===== config.mk =====
export PLATFORM = sky130hd
export DESIGN_NAME = keyboard_dir_queue
export DESIGN_NICKNAME = d
export VERILOG_FILES = /design/src/rtl/keyboard_pkg.sv /design/src/rtl/keyboard_dir_queue_fifo.sv /design/src/rtl/keyboard_dir_queue.sv
export SDC_FILE = /design/constraint.sdc
export NUM_CORES = 1
export LEC_CHECK = 0
export ABC_AREA = 1
export CAP_MARGIN = 20
export CORE_MARGIN = 2
export CORE_UTILIZATION = 35
export CTS_CLUSTER_DIAMETER = 120
export DETAILED_ROUTE_END_ITERATION = 7
export PLACE_DENSITY = 0.65
export SETUP_SLACK_MARGIN = 0.5
export SLEW_MARGIN = 20
export SYNTH_ARGS = -nofsm -noshare
export SYNTH_HDL_FRONTEND = slang
export SYNTH_SLANG_ARGS = --single-unit

===== constraint.sdc =====
create_clock -name clk -period 6.5 [get_ports clk]
set_input_delay 1.95 -clock clk [delete_from_list [all_inputs] [get_ports clk]]
set_output_delay 1.95 -clock clk [all_outputs]
set_load 0.005 [all_outputs]

===== src/rtl/keyboard_pkg.sv =====
// Shared types and constants for the keyboard direction queue: direction
// encoding, PS/2 scancodes for both players, and the reversal helper.
package keyboard_pkg;

    typedef enum logic [1:0] {
        UP    = 2'b00,
        RIGHT = 2'b01,
        DOWN  = 2'b10,
        LEFT  = 2'b11
    } dir_t;

    localparam logic [7:0] KEY_W = 8'h1D;
    localparam logic [7:0] KEY_D = 8'h23;
    localparam logic [7:0] KEY_S = 8'h1B;
    localparam logic [7:0] KEY_A = 8'h1C;
    localparam logic [7:0] KEY_I = 8'h43;
    localparam logic [7:0] KEY_L = 8'h4B;
    localparam logic [7:0] KEY_K = 8'h42;
    localparam logic [7:0] KEY_J = 8'h3B;

    // Opposite directions differ only in the upper encoding bit
    function automatic dir_t reverse_of(input dir_t d);
        return dir_t'(d ^ 2'b10);
    endfunction

endpackage


===== src/rtl/keyboard_dir_queue_fifo.sv =====
// Per-player direction FIFO: power-of-two depth, 2-bit entries, exposes head,
// most recent entry (tail) and occupancy. A push into a full queue succeeds
// only when a pop happens in the same cycle.
module dir_fifo
    import keyboard_pkg::*;
#(
    parameter int DEPTH = 4,
    localparam int AW = (DEPTH > 1) ? $clog2(DEPTH) : 1,
    localparam int CW = $clog2(DEPTH + 1)
) (
    input  logic          clk,
    input  logic          reset_n,
    input  logic          push,
    input  logic          pop,
    input  dir_t          din,
    output dir_t          head,
    output dir_t          tail,
    output logic          full,
    output logic          empty,
    output logic [CW-1:0] count
);

    dir_t          mem_r [DEPTH];
    logic [AW-1:0] wr_ptr_r;
    logic [AW-1:0] rd_ptr_r;
    logic [CW-1:0] count_r;
    logic          push_ok_s;
    logic          pop_ok_s;

    // Status flags, handshake qualification and read ports
    always_comb begin
        full      = (count_r == CW'(DEPTH));
        empty     = (count_r == CW'(0));
        pop_ok_s  = pop & ~empty;
        push_ok_s = push & (~full | pop_ok_s);
        head      = mem_r[rd_ptr_r];
        tail      = mem_r[wr_ptr_r - AW'(1)];
        count     = count_r;
    end

    // Storage, pointers and occupancy; pointers wrap naturally at DEPTH
    always_ff @(posedge clk or negedge reset_n) begin
        if (!reset_n) begin
            for (int i = 0; i < DEPTH; i++) begin
                mem_r[i] <= UP;
            end
            wr_ptr_r <= AW'(0);
            rd_ptr_r <= AW'(0);
            count_r  <= CW'(0);
        end else begin
            if (push_ok_s) begin
                mem_r[wr_ptr_r] <= din;
                wr_ptr_r        <= wr_ptr_r + AW'(1);
            end
            if (pop_ok_s) begin
                rd_ptr_r <= rd_ptr_r + AW'(1);
            end
            case ({push_ok_s, pop_ok_s})
                2'b10:   count_r <= count_r + CW'(1);
                2'b01:   count_r <= count_r - CW'(1);
                default: count_r <= count_r;
            endcase
        end
    end

endmodule


===== src/rtl/keyboard_dir_queue.sv =====
// Turns PS/2 make events into per-player direction queues, rejecting repeats
// and reversals, and advances each player's direction on every game tick.
module keyboard_dir_queue
    import keyboard_pkg::*;
#(
    parameter int         NUM_PLAYERS = 1,
    parameter int         DEPTH       = 4,
    parameter logic [1:0] INIT_DIR    = 2'b01,
    localparam int        CW          = $clog2(DEPTH + 1)
) (
    input  logic                          clk,
    input  logic                          reset_n,
    input  logic                          valid,
    input  logic                          makeBreak,
    input  logic [7:0]                    outCode,
    input  logic                          tick,
    output logic [2*NUM_PLAYERS-1:0]      dir_out,
    output logic [NUM_PLAYERS*CW-1:0]     pending,
    output logic [NUM_PLAYERS-1:0]        rev_rej,
    output logic [NUM_PLAYERS-1:0]        drop
);

    logic       valid_r;
    logic       valid_q_r;
    logic       make_r;
    logic [7:0] code_r;
    logic       armed_r;
    logic       event_s;

    // Input capture and edge detect; armed_r stays low until valid is seen
    // low after reset, so a level held through reset never fires
    always_ff @(posedge clk or negedge reset_n) begin
        if (!reset_n) begin
            valid_r   <= 1'b0;
            valid_q_r <= 1'b0;
            make_r    <= 1'b0;
            code_r    <= 8'h00;
            armed_r   <= 1'b0;
        end else begin
            valid_r   <= valid;
            valid_q_r <= valid_r;
            make_r    <= makeBreak;
            code_r    <= outCode;
            armed_r   <= armed_r | ~valid;
        end
    end

    assign event_s = valid_r & ~valid_q_r & make_r & armed_r;

    for (genvar p = 0; p < NUM_PLAYERS; p++) begin : g_player
        dir_t          key_dir_s;
        logic          key_hit_s;
        dir_t          ref_dir_s;
        dir_t          head_s;
        dir_t          tail_s;
        dir_t          dir_r;
        logic          full_s;
        logic          empty_s;
        logic          same_s;
        logic          rev_s;
        logic          push_s;
        logic          pop_s;
        logic          rev_rej_r;
        logic          drop_r;
        logic [CW-1:0] count_s;

        // Map this player's four keys; every other scancode is not ours
        always_comb begin
            key_hit_s = 1'b1;
            key_dir_s = UP;
            if (p == 0) begin
                case (code_r)
                    KEY_W:   key_dir_s = UP;
                    KEY_D:   key_dir_s = RIGHT;
                    KEY_S:   key_dir_s = DOWN;
                    KEY_A:   key_dir_s = LEFT;
                    default: key_hit_s = 1'b0;
                endcase
            end else begin
                case (code_r)
                    KEY_I:   key_dir_s = UP;
                    KEY_L:   key_dir_s = RIGHT;
                    KEY_K:   key_dir_s = DOWN;
                    KEY_J:   key_dir_s = LEFT;
                    default: key_hit_s = 1'b0;
                endcase
            end
        end

        // Compare against the last queued move so chained keys stay legal
        always_comb begin
            ref_dir_s = empty_s ? dir_r : tail_s;
            same_s    = (key_dir_s == ref_dir_s);
            rev_s     = (key_dir_s == reverse_of(ref_dir_s));
            push_s    = event_s & key_hit_s & ~same_s & ~rev_s;
            pop_s     = tick & ~empty_s;
        end

        dir_fifo #(.DEPTH(DEPTH)) u_fifo (
            .clk     (clk),
            .reset_n (reset_n),
            .push    (push_s),
            .pop     (pop_s),
            .din     (key_dir_s),
            .head    (head_s),
            .tail    (tail_s),
            .full    (full_s),
            .empty   (empty_s),
            .count   (count_s)
        );

        // Current direction and one-cycle reject pulses
        always_ff @(posedge clk or negedge reset_n) begin
            if (!reset_n) begin
                dir_r     <= dir_t'(INIT_DIR);
                rev_rej_r <= 1'b0;
                drop_r    <= 1'b0;
            end else begin
                if (pop_s) begin
                    dir_r <= head_s;
                end else begin
                    dir_r <= dir_r;
                end
                rev_rej_r <= event_s & key_hit_s & rev_s;
                drop_r    <= push_s & full_s & ~pop_s;
            end
        end

        assign dir_out[2*p +: 2]   = dir_r;
        assign pending[p*CW +: CW] = count_s;
        assign rev_rej[p]          = rev_rej_r;
        assign drop[p]             = drop_r;
    end

endmodule


==> results of run 1 <==
## cells in the final DEF (no fill, tap or decap), drive strengths merged
cell	count
a21oi	9
nand3	10
clkbuf	7
clkinv	2
a211oi	1
nand4	2
a31oi	2
dfrtp	30
buf	1
fa	1
xor2	3
nor2	32
nor3	1
dfstp	1
ha	4
nand2	49
inv	34
clkdlybuf4s50	19
o21ai	15
## sequential cells by signal, summed over array words and instances (netlist names)
signal and count:
armed_r 1, code_r 8, dir_out 2, drop 1, g_player.u_fifo.count 3, g_player.u_fifo.mem_r 8
g_player.u_fifo.rd_ptr_r 2, g_player.u_fifo.wr_ptr_r 2, make_r 1, rev_rej 1, valid_q_r 1, valid_r 1
## cell usage after synthesis
cell       n  area (um2)
nand2_1   37         139
dfrtp_1   30         751
inv_1     28         105
nor2_1    22        82.6
nand2_2   11        68.8
a21oi_1    8        40.0
o21ai_0    8        40.0
nand3_1    7        35.0
nor2_4     7        78.8
inv_2      6        22.5
o21ai_1    6        30.0
ha_1       4        50.1
nand3_2    3        30.0
nor2_2     3        18.8
xor2_1     3        26.3
a31oi_1    2        12.5
nand4_1    2        12.5
a211oi_1   1        7.51
a21oi_2    1        8.76
clkinv_1   1        3.75
dfstp_2    1        26.3
fa_1       1        20.0
nand2_4    1        11.3
nor3_1     1        5.00
o21ai_2    1        8.76
## cells by family (layout without fill, tap and decap cells)
logic type,count (synthesis),count (layout),share of synthesized area [%]
xor+xnor,3,3,1.61
fa+ha+maj,5,5,4.29
buf+inv,35,63,8.04
compound gates,27,27,9.04
simple gates,94,94,29.5
flops,31,31,47.6
## cell type report
cell class,count,share of cell area (%)
clock buffers,7,4.34
clock inverters,1,0.252
inverters,35,6.61
multi-input cells,129,36.5
flip-flops and latches,31,39.1
well taps,52,3.27
repair buffers,20,9.94
## path summary, 6_finish.rpt
| check | to | slack, ns | cells past startpoint |
|---|---|---|---|
| max | g_player[0].u_fifo.count[1]$_DFFE_PN0P_ | 3.19 | 8 |
| min | valid_q_r$_DFF_PN0_ | 0.38 | 0 |
| max reg2reg | g_player[0].u_fifo.count[2]$_DFFE_PN0P_ | 3.88 | 16 |
| min reg2reg | valid_q_r$_DFF_PN0_ | 0.38 | 0 |
| max in group asynchronous | dir_out[0]$_DFFE_PN1P_ | 4.12 | 2 |
| min in group asynchronous | armed_r$_DFF_PN0_ | 2.05 | 2 |
## routing by layer
| layer | global-route usage (%) | part of all wire (%) |
|---|---|---|
| met3 | 5.00 | 4.0 |
| met4 | 5.66 | 2.0 |
| met2 | 21.0 | 47 |
| met1 | 16.4 | 47 |
| met5 | 0 | 0 |
## per-stage QoR
stage                     power, mW  util, %  hold WS [ns]
final                         0.569     45.0         0.376
after global routing          0.618     45.0         0.397
after CTS                     0.578     45.0         0.379
after detailed placement      0.420     43.0         0.362
after global placement        0.417     43.0         0.358
after floorplan               0.355        -         0.354
## power by group through the flow
stage	logic (mW)	clock network, mW	registers [mW]
after detailed placement	0.164	0	0.256
after global routing	0.190	0.171	0.257
final	0.163	0.155	0.251
after global placement	0.162	0	0.255
after CTS	0.165	0.161	0.252
after floorplan	0.102	0	0.252
==> summary.txt, run 1 <==
Outcome
  – Status: finished, final reports clean

Drt
  – Drt pass-1 iters: 4
  – Detail Route Antenna Nets: 0
  – DRT iter0 DRCs: 40
  – Final wirelength: 2.88 mm
  – DR vias: 1238
  – Via density: around 4.5
  – WL/cell: 10.5 um
  – # DRC: 0

Timing
  – Final setup fails: 0
  – Pins Over Slew Limit: 0
  – Final Critical Period: 3.31 ns
  – Setup tns final: 0 ns
  – Final hold vios: 0
  – Relative slew slack: 74.1%
  – Worst-Margin Slew: 0.389 ns
  – Final period utilization: 51.0%
  – Clock skew: 0.00393 ns
  – Final WS setup: ~3.2 ns
  – RSZ-0062 raised after global routing: false
  – F_max: approximately 300 MHz

Floorplanning
  – Die width: between 70 and 80 um
  – Core Area: 0.00441 mm2
  – I/O pin count: 20
  – Die Y: 72.3 um
  – DIE AREA: 0.00523 mm2
  – Initial core utilization: 37.0%
  – FP Rows: 24

Setup path
  – Top cell family by delay on the critical path: buffers and inverters
  – Top cell by count, worst path: nand2_1
  – Worst path slowest cell: clkdlybuf4s50_1
  – Critical path required time: ~6.7 ns
  – Crit path buffers/inverters: 3
  – Critical path type: in -> reg
  – CP peak stage delay: approximately 0.46 ns
  – Crit path cell chain: clkdlybuf4s50_1 -> inv_1 -> nor2_2 -> nand2_1 -> inv_1 -> fa_1 -> nand2_1 -> nand2_1
  – Worst setup path start: tick
  – Worst Setup End Kind: register
  – Type of origin of the critical path: input port
  – Crit path DAT: 3.49 ns
  – CP max FO: 8
  – Reg2Reg Launch Point: g_player[0].u_fifo.wr_ptr_r[0]$_DFFE_PN0P_

Global route
  – Global-route wire length before repair: 5.29 mm
  – Pin count of the biggest net entering global routing: 32
  – GR Overflow Total: 0
  – Initial antenna violation count: 0
  – Number of global-route vias before repair: 1209
  – GRT Util Overall: 13.3%

Placed design
  – Routability Congestion: 0.773
  – DP Worst Slack: 2.90 ns
  – Placed inst area: around 0.0019 mm2
  – Number of cells after detailed placement: between 200 and 300
  – Hpwl dp: between 2 and 2.5 mm
  – IO Port Bufs: 19

Final layout
  – Finished Layout Cells: 275
  – Final nets: 240
  – Multi-input logic area: about 730 um2
  – Synth-to-Final Area Change: 21.7%
  – Final Cell Area: between 0.0015 and 0.002 mm2
  – Layout cell share with drive strength beyond 1: between 10% and 20%
  – Number of antenna diodes: 0
  – Register area: 777 um2
  – Fill count: 434

Run
  – Maxcap violations: 0

CTS
  – Setup bufs post-CTS: 0
  – Clock Tree Buf Depth: 2
  – CTS tree: built
  – Root Buffer: clkbuf_8
  – Post-cts sizing count: 0
  – Clock transition at path regs: 0.06 ns
  – # clock sinks: 31
  – Num CTS Buffers: 5
  – CTS H-Tree Depth: 2
  – Cts hold-fix bufs: 0
  – Clk_lat worst skew: 0.28 ns

Power and ir drop
  – Worst vdd ir: 84.6 uV
  – Power Density: 286 mW/mm2
  – Sw frac: 32.4%
  – Clock Power Share: 27.2%
  – Pleak: approximately 0.95 nW
  – Seq pwr share: approximately 44%
  – Internal Power: roughly 0.38 mW
  – Switch Pwr: around 0.18 mW
  – Comb pwr share: approximately 29%

Synthesis
  – Seq/Total Area, Yosys: between 40 and 50%
  – Synthesized flop and latch total: 31
  – Syn Area/Cell: 8.38 um2
  – Post-synthesis cell type count: 25
  – Syn Inst Count: 195
  – Mapped Area: 0.00163 mm2
  – Syn nets: 213
  – Synth Warn #: 0

Min path
  – Worst hold start: valid_r$_DFF_PN0_
  – HP Class: reg -> reg
(Power assumes the default switching activity.)
==> run 2: changes to the inputs <==
==> constraint.sdc (replaced) <==
create_clock -name clk -period 3.2 [get_ports clk]
set_input_delay 0.96 -clock clk [delete_from_list [all_inputs] [get_ports clk]]
set_output_delay 0.96 -clock clk [all_outputs]
set_load 0.005 [all_outputs]
==> summary.txt, run 2 (synthesized netlist as in run 1, its figures left out) <==
Final layout
  – Synth-to-Final Area Change: 21.1% (was 21.7%)
  – Multi-input logic area: 726 um2 (unchanged)
  – Most common cell after layout, fill and taps aside: nand2_1 (unchanged)
  – Fill count: 442 (was 434)
  – Layout cell share with drive strength beyond 1: 18.8% (unchanged)
  – Final nets: 240 (unchanged)
  – Number of antenna diodes: 0 (unchanged)
  – Most frequent cells in the layout: 37 x nand2_1, 29 x dfrtp_1, 28 x inv_1 (was 37 x nand2_1, 30 x dfrtp_1, 28 x inv_1)
  – Final Cell Area: 0.00198 mm2 (was 0.00199 mm2)
  – Register area: 778 um2 (was 777 um2)

Timing
  – Final WS setup: 0.736 ns (was 3.19 ns)
  – F_max: around 410 MHz
  – Final period utilization: 77.0%
  – RSZ-0062 raised after global routing: false (unchanged)
  – Final Critical Period: 2.46 ns
  – Setup tns final: 0 ns (unchanged)
  – Relative slew slack: 73.0% (was 74.1%)
  – Final hold vios: 0 (unchanged)
  – Clock skew: 0.00687 ns (was 0.00393 ns)
  – Worst-Margin Slew: 0.402 ns (was 0.389 ns)
  – Pins Over Slew Limit: 0 (unchanged)
  – Final setup fails: 0 (unchanged)

CTS
  – Cts hold-fix bufs: 0 (unchanged)
  – Clock transition at path regs: 0.06 ns (about the same)
  – CTS tree: built (unchanged)
  – Clock Tree Buf Depth: 2 (unchanged)
  – CTS H-Tree Depth: 2 (unchanged)
  – # clock sinks: 31 (unchanged)
  – Post-cts sizing count: 0 (unchanged)
  – Root Buffer: clkbuf_8 (unchanged)
  – Num CTS Buffers: 5 (unchanged)
  – Clk_lat worst skew: 0.28 ns (about the same)
  – Setup bufs post-CTS: 0 (unchanged)

Setup path
  – CP Capture Point: g_player[0].u_fifo.count[2]$_DFFE_PN0P_ (was g_player[0].u_fifo.count[1]$_DFFE_PN0P_)
  – Top cell family by delay on the critical path: simple AND/OR/NAND/NOR gates (was buffers and inverters)
  – FF-to-FF path depth: 16 (unchanged)
  – CP peak stage delay: 0.44 ns (was 0.46 ns)
  – CP max FO: 9 (was 8)
  – Crit path buffers/inverters: 5 (was 3)
  – Critical path type: reg -> reg (was in -> reg)
  – Crit path DAT: 2.69 ns (was 3.49 ns)
  – Reg2Reg Launch Point: g_player[0].u_fifo.wr_ptr_r[0]$_DFFE_PN0P_ (unchanged)
  – Crit path cell chain: inv_2 -> ha_1 -> inv_1 -> nand3_2 -> nand3_2 -> nand3_1 -> nand2_1 -> nand2_1 -> nand2_1 -> inv_1 -> fa_1 -> inv_1 -> nand3_1 -> nand3_1 -> nand2_1 -> inv_1 (was clkdlybuf4s50_1 -> inv_1 -> nor2_2 -> nand2_1 -> inv_1 -> fa_1 -> nand2_1 -> nand2_1)
  – Worst path slowest cell: dfrtp_2 (was clkdlybuf4s50_1)
  – Worst setup path start: g_player[0].u_fifo.wr_ptr_r[0]$_DFFE_PN0P_ (was tick)
  – Internal reg-to-reg setup slack: 0.74 ns (was 3.88 ns)
  – Type of origin of the critical path: register (was input port)
  – Worst Setup End Kind: register (unchanged)
  – WP depth: 16 (was 8)
  – Critical path required time: 3.42 ns (was 6.68 ns)
  – FF-to-FF End: g_player[0].u_fifo.count[2]$_DFFE_PN0P_ (unchanged)

Drt
  – Detail Route Antenna Nets: 0 (unchanged)
  – # DRC: 0 (unchanged)
  – Final wirelength: 2.83 mm (was 2.88 mm)
  – WL/cell: 10.3 um (was 10.5 um)
  – DRT iter0 DRCs: 69 (was 40)
  – DR vias: 1228 (was 1238)
  – Drt pass-1 iters: 4 (unchanged)
  – Via density: 4.47 (was 4.50)

Floorplanning
  – FP Rows: 24 (unchanged)
  – Die Y: 72.3 um (unchanged)
  – Core Area: 0.00441 mm2 (unchanged)
  – DIE AREA: 0.00523 mm2 (unchanged)
  – Initial core utilization: 37.0% (unchanged)
  – Die width: 72.3 um (unchanged)
  – I/O pin count: 20 (unchanged)

Placed design
  – Routability Congestion: 0.819 (was 0.773)
  – Hpwl dp: 2.22 mm (was 2.24 mm)
  – IO Port Bufs: 19 (unchanged)
  – Placed inst area: 0.00190 mm2 (unchanged)
  – DP Worst Slack: 0.588 ns (was 2.90 ns)

Global route
  – Number of global-route vias before repair: 1220 (was 1209)
  – Global-route wire length before repair: 5.22 mm (was 5.29 mm)
  – Gr busiest metal: met2 (unchanged)
  – Met1 usage: 15.3% (was 16.4%)
  – GR Overflow Total: 0 (unchanged)
  – Met2 Track Usage GR: 21.4% (was 21.0%)
  – GRT Util Overall: 13.1% (was 13.3%)
  – Initial antenna violation count: 0 (unchanged)
  – Pin count of the biggest net entering global routing: 32 (unchanged)
  – Grt met3 use: 5.00% (unchanged)

Outcome
  – Status: finished, final reports clean (unchanged)

Power and ir drop
  – Power consumption: 1.13 mW (was 0.569 mW)
  – Pleak: 0.945 nW (was 0.951 nW)
  – Worst vdd ir: 167 uV (was 84.6 uV)
  – Power Density: 570 mW/mm2 (was 286 mW/mm2)

Run
  – Maxcap violations: 0 (unchanged)

Min path
  – WHS Path Cells: 0 (unchanged)
  – HP Class: reg -> reg (unchanged)
-- run 2: worst min path at each step --
stage	from	endpoint	slack [ns]
3_3_place_gp	valid_r$_DFF_PN0_	valid_q_r$_DFF_PN0_	0.36
2_1_floorplan	valid_r$_DFF_PN0_	valid_q_r$_DFF_PN0_	0.35
4_1_cts	valid_r$_DFF_PN0_	valid_q_r$_DFF_PN0_	0.38
6_report	valid_r$_DFF_PN0_	valid_q_r$_DFF_PN0_	0.37
3_5_place_dp	valid_r$_DFF_PN0_	valid_q_r$_DFF_PN0_	0.36
5_1_grt	valid_r$_DFF_PN0_	valid_q_r$_DFF_PN0_	0.38
-- run 2: cell type report --
type | instances | share of cell area [%]
Clock inverter | 1 | 0.253
Clock buffer | 7 | 3.86
Multi-Input combinational cell | 129 | 36.7
Timing Repair Buffer | 20 | 9.99
Sequential cell | 31 | 39.3
Tap cell | 52 | 3.29
Inverter | 35 | 6.64
-- run 2: stage by stage --
| stage | cells | utilization (%) | hold slack, ns |
|---|---|---|---|
| 2_1_floorplan | 195 | - | 0.354 |
| 3_3_place_gp | 267 | 43.0 | 0.359 |
| 3_5_place_dp | 267 | 43.0 | 0.362 |
| 4_1_cts | 275 | 44.8 | 0.376 |
| 5_1_grt | 275 | 44.8 | 0.380 |
| 6_report | 275 | 44.8 | 0.372 |
-- run 2: routing by layer --
layer | vias up | wire, um
met3 | 7 | 99
li1 | 653 | -
met5 | - | 0
met4 | 0 | 59
met1 | 552 | 1360
met2 | 16 | 1310
-- run 2: report_power, final --
part / leakage, nW / internal, mW / switching [mW]
clock network: 0.0422 / 0.152 / 0.133
registers: 0.353 / 0.452 / 0.0606
logic: 0.550 / 0.156 / 0.175
==> run 3: changes to the inputs <==
==> constraint.sdc (replaced) <==
create_clock -name clk -period 2.4 [get_ports clk]
set_input_delay 0.72 -clock clk [delete_from_list [all_inputs] [get_ports clk]]
set_output_delay 0.72 -clock clk [all_outputs]
set_load 0.005 [all_outputs]
==> summary.txt, run 3 (synthesized netlist as in run 1, its figures left out) <==
CTS
  – Cts hold-fix bufs: 0 (unchanged)
  – CTS H-Tree Depth: 2 (unchanged)
  – Root Buffer: clkbuf_8 (unchanged)
  – Clock transition at path regs: 0.06 ns (about the same)
  – Clock Tree Buf Depth: 2 (unchanged)
  – Num CTS Buffers: 5 (unchanged)
  – CTS tree: built (unchanged)
  – Clk_lat worst skew: 0.28 ns (about the same)
  – # clock sinks: 31 (unchanged)

Floorplanning
  – Die width: 72.3 um (unchanged)
  – Core Area: 0.00441 mm2 (unchanged)
  – DIE AREA: 0.00523 mm2 (unchanged)
  – Die Y: 72.3 um (unchanged)
  – I/O pin count: 20 (unchanged)
  – FP Rows: 24 (unchanged)
  – Initial core utilization: 37.0% (unchanged)

Final layout
  – Finished Layout Cells: 295 (was 275)
  – Layout cell share with drive strength beyond 1: 35.0% (was 18.8%)
  – Synth-to-Final Area Change: 37.9% (was 21.1%)
  – Final nets: 260 (was 240)
  – Most frequent cells in the layout: 31 x nand2_1, 27 x dfrtp_1, 24 x inv_1 (was 37 x nand2_1, 29 x dfrtp_1, 28 x inv_1)
  – Most common cell after layout, fill and taps aside: nand2_1 (unchanged)
  – Number of antenna diodes: 0 (unchanged)

Setup path
  – Top cell family by delay on the critical path: simple AND/OR/NAND/NOR gates (unchanged)
  – Worst path slowest cell: dfrtp_2 (unchanged)
  – Crit path buffers/inverters: 5 (unchanged)
  – CP max FO: 3 (was 9)
  – WP depth: 16 (unchanged)
  – Worst Setup End Kind: register (unchanged)
  – FF-to-FF End: g_player[0].u_fifo.count[2]$_DFFE_PN0P_ (unchanged)
  – Crit path DAT: 2.29 ns (was 2.69 ns)
  – Critical path required time: 2.63 ns (was 3.42 ns)
  – FF-to-FF path depth: 16 (unchanged)
  – CP peak stage delay: 0.43 ns (was 0.44 ns)
  – Type of origin of the critical path: register (unchanged)
  – Reg2Reg Launch Point: g_player[0].u_fifo.wr_ptr_r[0]$_DFFE_PN0P_ (unchanged)
  – Critical path type: reg -> reg (unchanged)
  – Crit path cell chain: inv_4 -> ha_4 -> inv_4 -> nand3_4 -> nand3_4 -> nand3_2 -> nand2_2 -> nand2_2 -> nand2_2 -> inv_2 -> fa_2 -> inv_2 -> nand3_2 -> nand3_2 -> nand2_1 -> inv_1 (was inv_2 -> ha_1 -> inv_1 -> nand3_2 -> nand3_2 -> nand3_1 -> nand2_1 -> nand2_1 -> nand2_1 -> inv_1 -> fa_1 -> inv_1 -> nand3_1 -> nand3_1 -> nand2_1 -> inv_1)
  – Internal reg-to-reg setup slack: 0.33 ns (was 0.74 ns)

Global route
  – GRT Util Overall: 14.1% (was 13.1%)
  – Pin count of the biggest net entering global routing: 32 (unchanged)
  – GR Overflow Total: 0 (unchanged)
  – Global-route wire length before repair: 5.67 mm (was 5.22 mm)
  – Number of global-route vias before repair: 1283 (was 1220)
  – Initial antenna violation count: 0 (unchanged)

Placed design
  – Hpwl dp: 2.36 mm (was 2.22 mm)
  – IO Port Bufs: 19 (unchanged)
  – Routability Congestion: 0.970 (was 0.819)
  – Number of cells after detailed placement: 269 (was 267)

Timing
  – Final setup fails: 0 (unchanged)
  – Final period utilization: 86.2% (was 77.0%)
  – Relative slew slack: 73.3% (was 73.0%)
  – Clock skew: 0.00382 ns (was 0.00687 ns)
  – F_max: 484 MHz (was 406 MHz)
  – Worst-Margin Slew: 0.401 ns (was 0.402 ns)
  – RSZ-0062 raised after global routing: true (was false)
  – Pins Over Slew Limit: 0 (unchanged)
  – Final hold vios: 0 (unchanged)
  – Setup tns final: 0 ns (unchanged)
  – Final Critical Period: 2.07 ns (was 2.46 ns)

Outcome
  – Status: finished, final reports clean (unchanged)

Drt
  – DRT iter0 DRCs: 64 (was 69)
  – Drt pass-1 iters: 4 (unchanged)
  – DR vias: 1375 (was 1228)
  – # DRC: 0 (unchanged)
  – Final wirelength: 3.52 mm (was 2.83 mm)
  – Via density: 4.66 (was 4.47)
  – WL/cell: 11.9 um (was 10.3 um)
  – Detail Route Antenna Nets: 0 (unchanged)

Power and ir drop
  – Pleak: 1.07 nW (was 0.945 nW)
  – Worst vdd ir: 400 uV (was 167 uV)
  – Power Density: 733 mW/mm2 (was 570 mW/mm2)

Min path
  – Hold EP: valid_q_r$_DFF_PN0_ (unchanged)
  – Worst hold start: valid_r$_DFF_PN0_ (unchanged)
  – HP Class: reg -> reg (unchanged)
  – WHS Path Cells: 0 (unchanged)

Run
  – Maxcap violations: 0 (unchanged)
## run 3: changes by cell type in the layout (fill, tap and decap cells not counted), moves of 4 or more
cell,change
nand2_1,-6
nor2_1,-5
nand3_1,-4
inv_1,-4
buf_4,+17
## run 3: area by class of cell
type | count | area (um2)
tap | 52 | 65.1
timing repair buffer | 40 | 359
sequential | 31 | 781
clock buffer | 8 | 80.1
multi-input combinational | 129 | 832
fill | 420 | 2160
inverter | 35 | 136
## run 3: timing repair
action,in CTS,in global routing
setup endpoints to repair,7,15
setup buffers,10,8
pin swaps,9,19
gates resized for setup,8,22
## run 3: worst register-to-register path: stages, from the launching register on
cell and delay, ns:
dfrtp_2 0.43, inv_4 0.07, ha_4 0.21, inv_4 0.07, nand3_4 0.07, nand3_4 0.09, nand3_2 0.09, nand2_2 0.08
nand2_2 0.07, nand2_2 0.09, inv_2 0.04, fa_2 0.40, inv_2 0.08, nand3_2 0.07, nand3_2 0.06, nand2_1 0.04
inv_1 0.05
## run 3: where the power goes
group | leakage [nW] | internal, mW | total [mW] | switching [mW]
Combinational | 0.679 | 0.274 | 0.561 | 0.288
Sequential | 0.350 | 0.607 | 0.694 | 0.0873
Clock | 0.0395 | 0.206 | 0.396 | 0.190
Total | 1.07 | 1.09 | 1.65 | 0.565
## run 3: layer usage
| metal | global-route usage, % | part of all wire (%) | vias up |
|---|---|---|---|
| met5 | 0 | 0 | - |
| met4 | 7.13 | 2.4 | 0 |
| met3 | 4.17 | 4.1 | 9 |
| met2 | 22.3 | 48 | 27 |
| met1 | 17.5 | 45 | 643 |
| li1 | - | - | 696 |
## run 3: worst max path at each step
stage,startpoint,end,slack [ns]
final,g_player[0].u_fifo.wr_ptr_r[0]$_DFFE_PN0P_,g_player[0].u_fifo.count[2]$_DFFE_PN0P_,0.33
after global placement,tick,g_player[0].u_fifo.count[1]$_DFFE_PN0P_,0.28
after detailed placement,tick,g_player[0].u_fifo.count[1]$_DFFE_PN0P_,0.25
after global routing,code_r[2]$_DFF_PN0_,g_player[0].u_fifo.count[2]$_DFFE_PN0P_,0.21
after floorplan,g_player[0].u_fifo.wr_ptr_r[0]$_DFFE_PN0P_,g_player[0].u_fifo.count[2]$_DFFE_PN0P_,0.38
after CTS,g_player[0].u_fifo.wr_ptr_r[0]$_DFFE_PN0P_,g_player[0].u_fifo.count[2]$_DFFE_PN0P_,0.39
## run 3: stage by stage
step,power (mW),instance area [um2],util (%),setup WS [ns],hold slack (ns)
6_report,1.65,2250,51.0,0.332,0.375
5_1_grt,1.75,2250,51.0,0.206,0.383
4_1_cts,1.59,2110,47.7,0.385,0.373
3_5_place_dp,1.17,1940,43.9,0.252,0.370
3_3_place_gp,1.16,1940,43.9,0.279,0.358
2_1_floorplan,0.976,1660,-,0.384,0.354
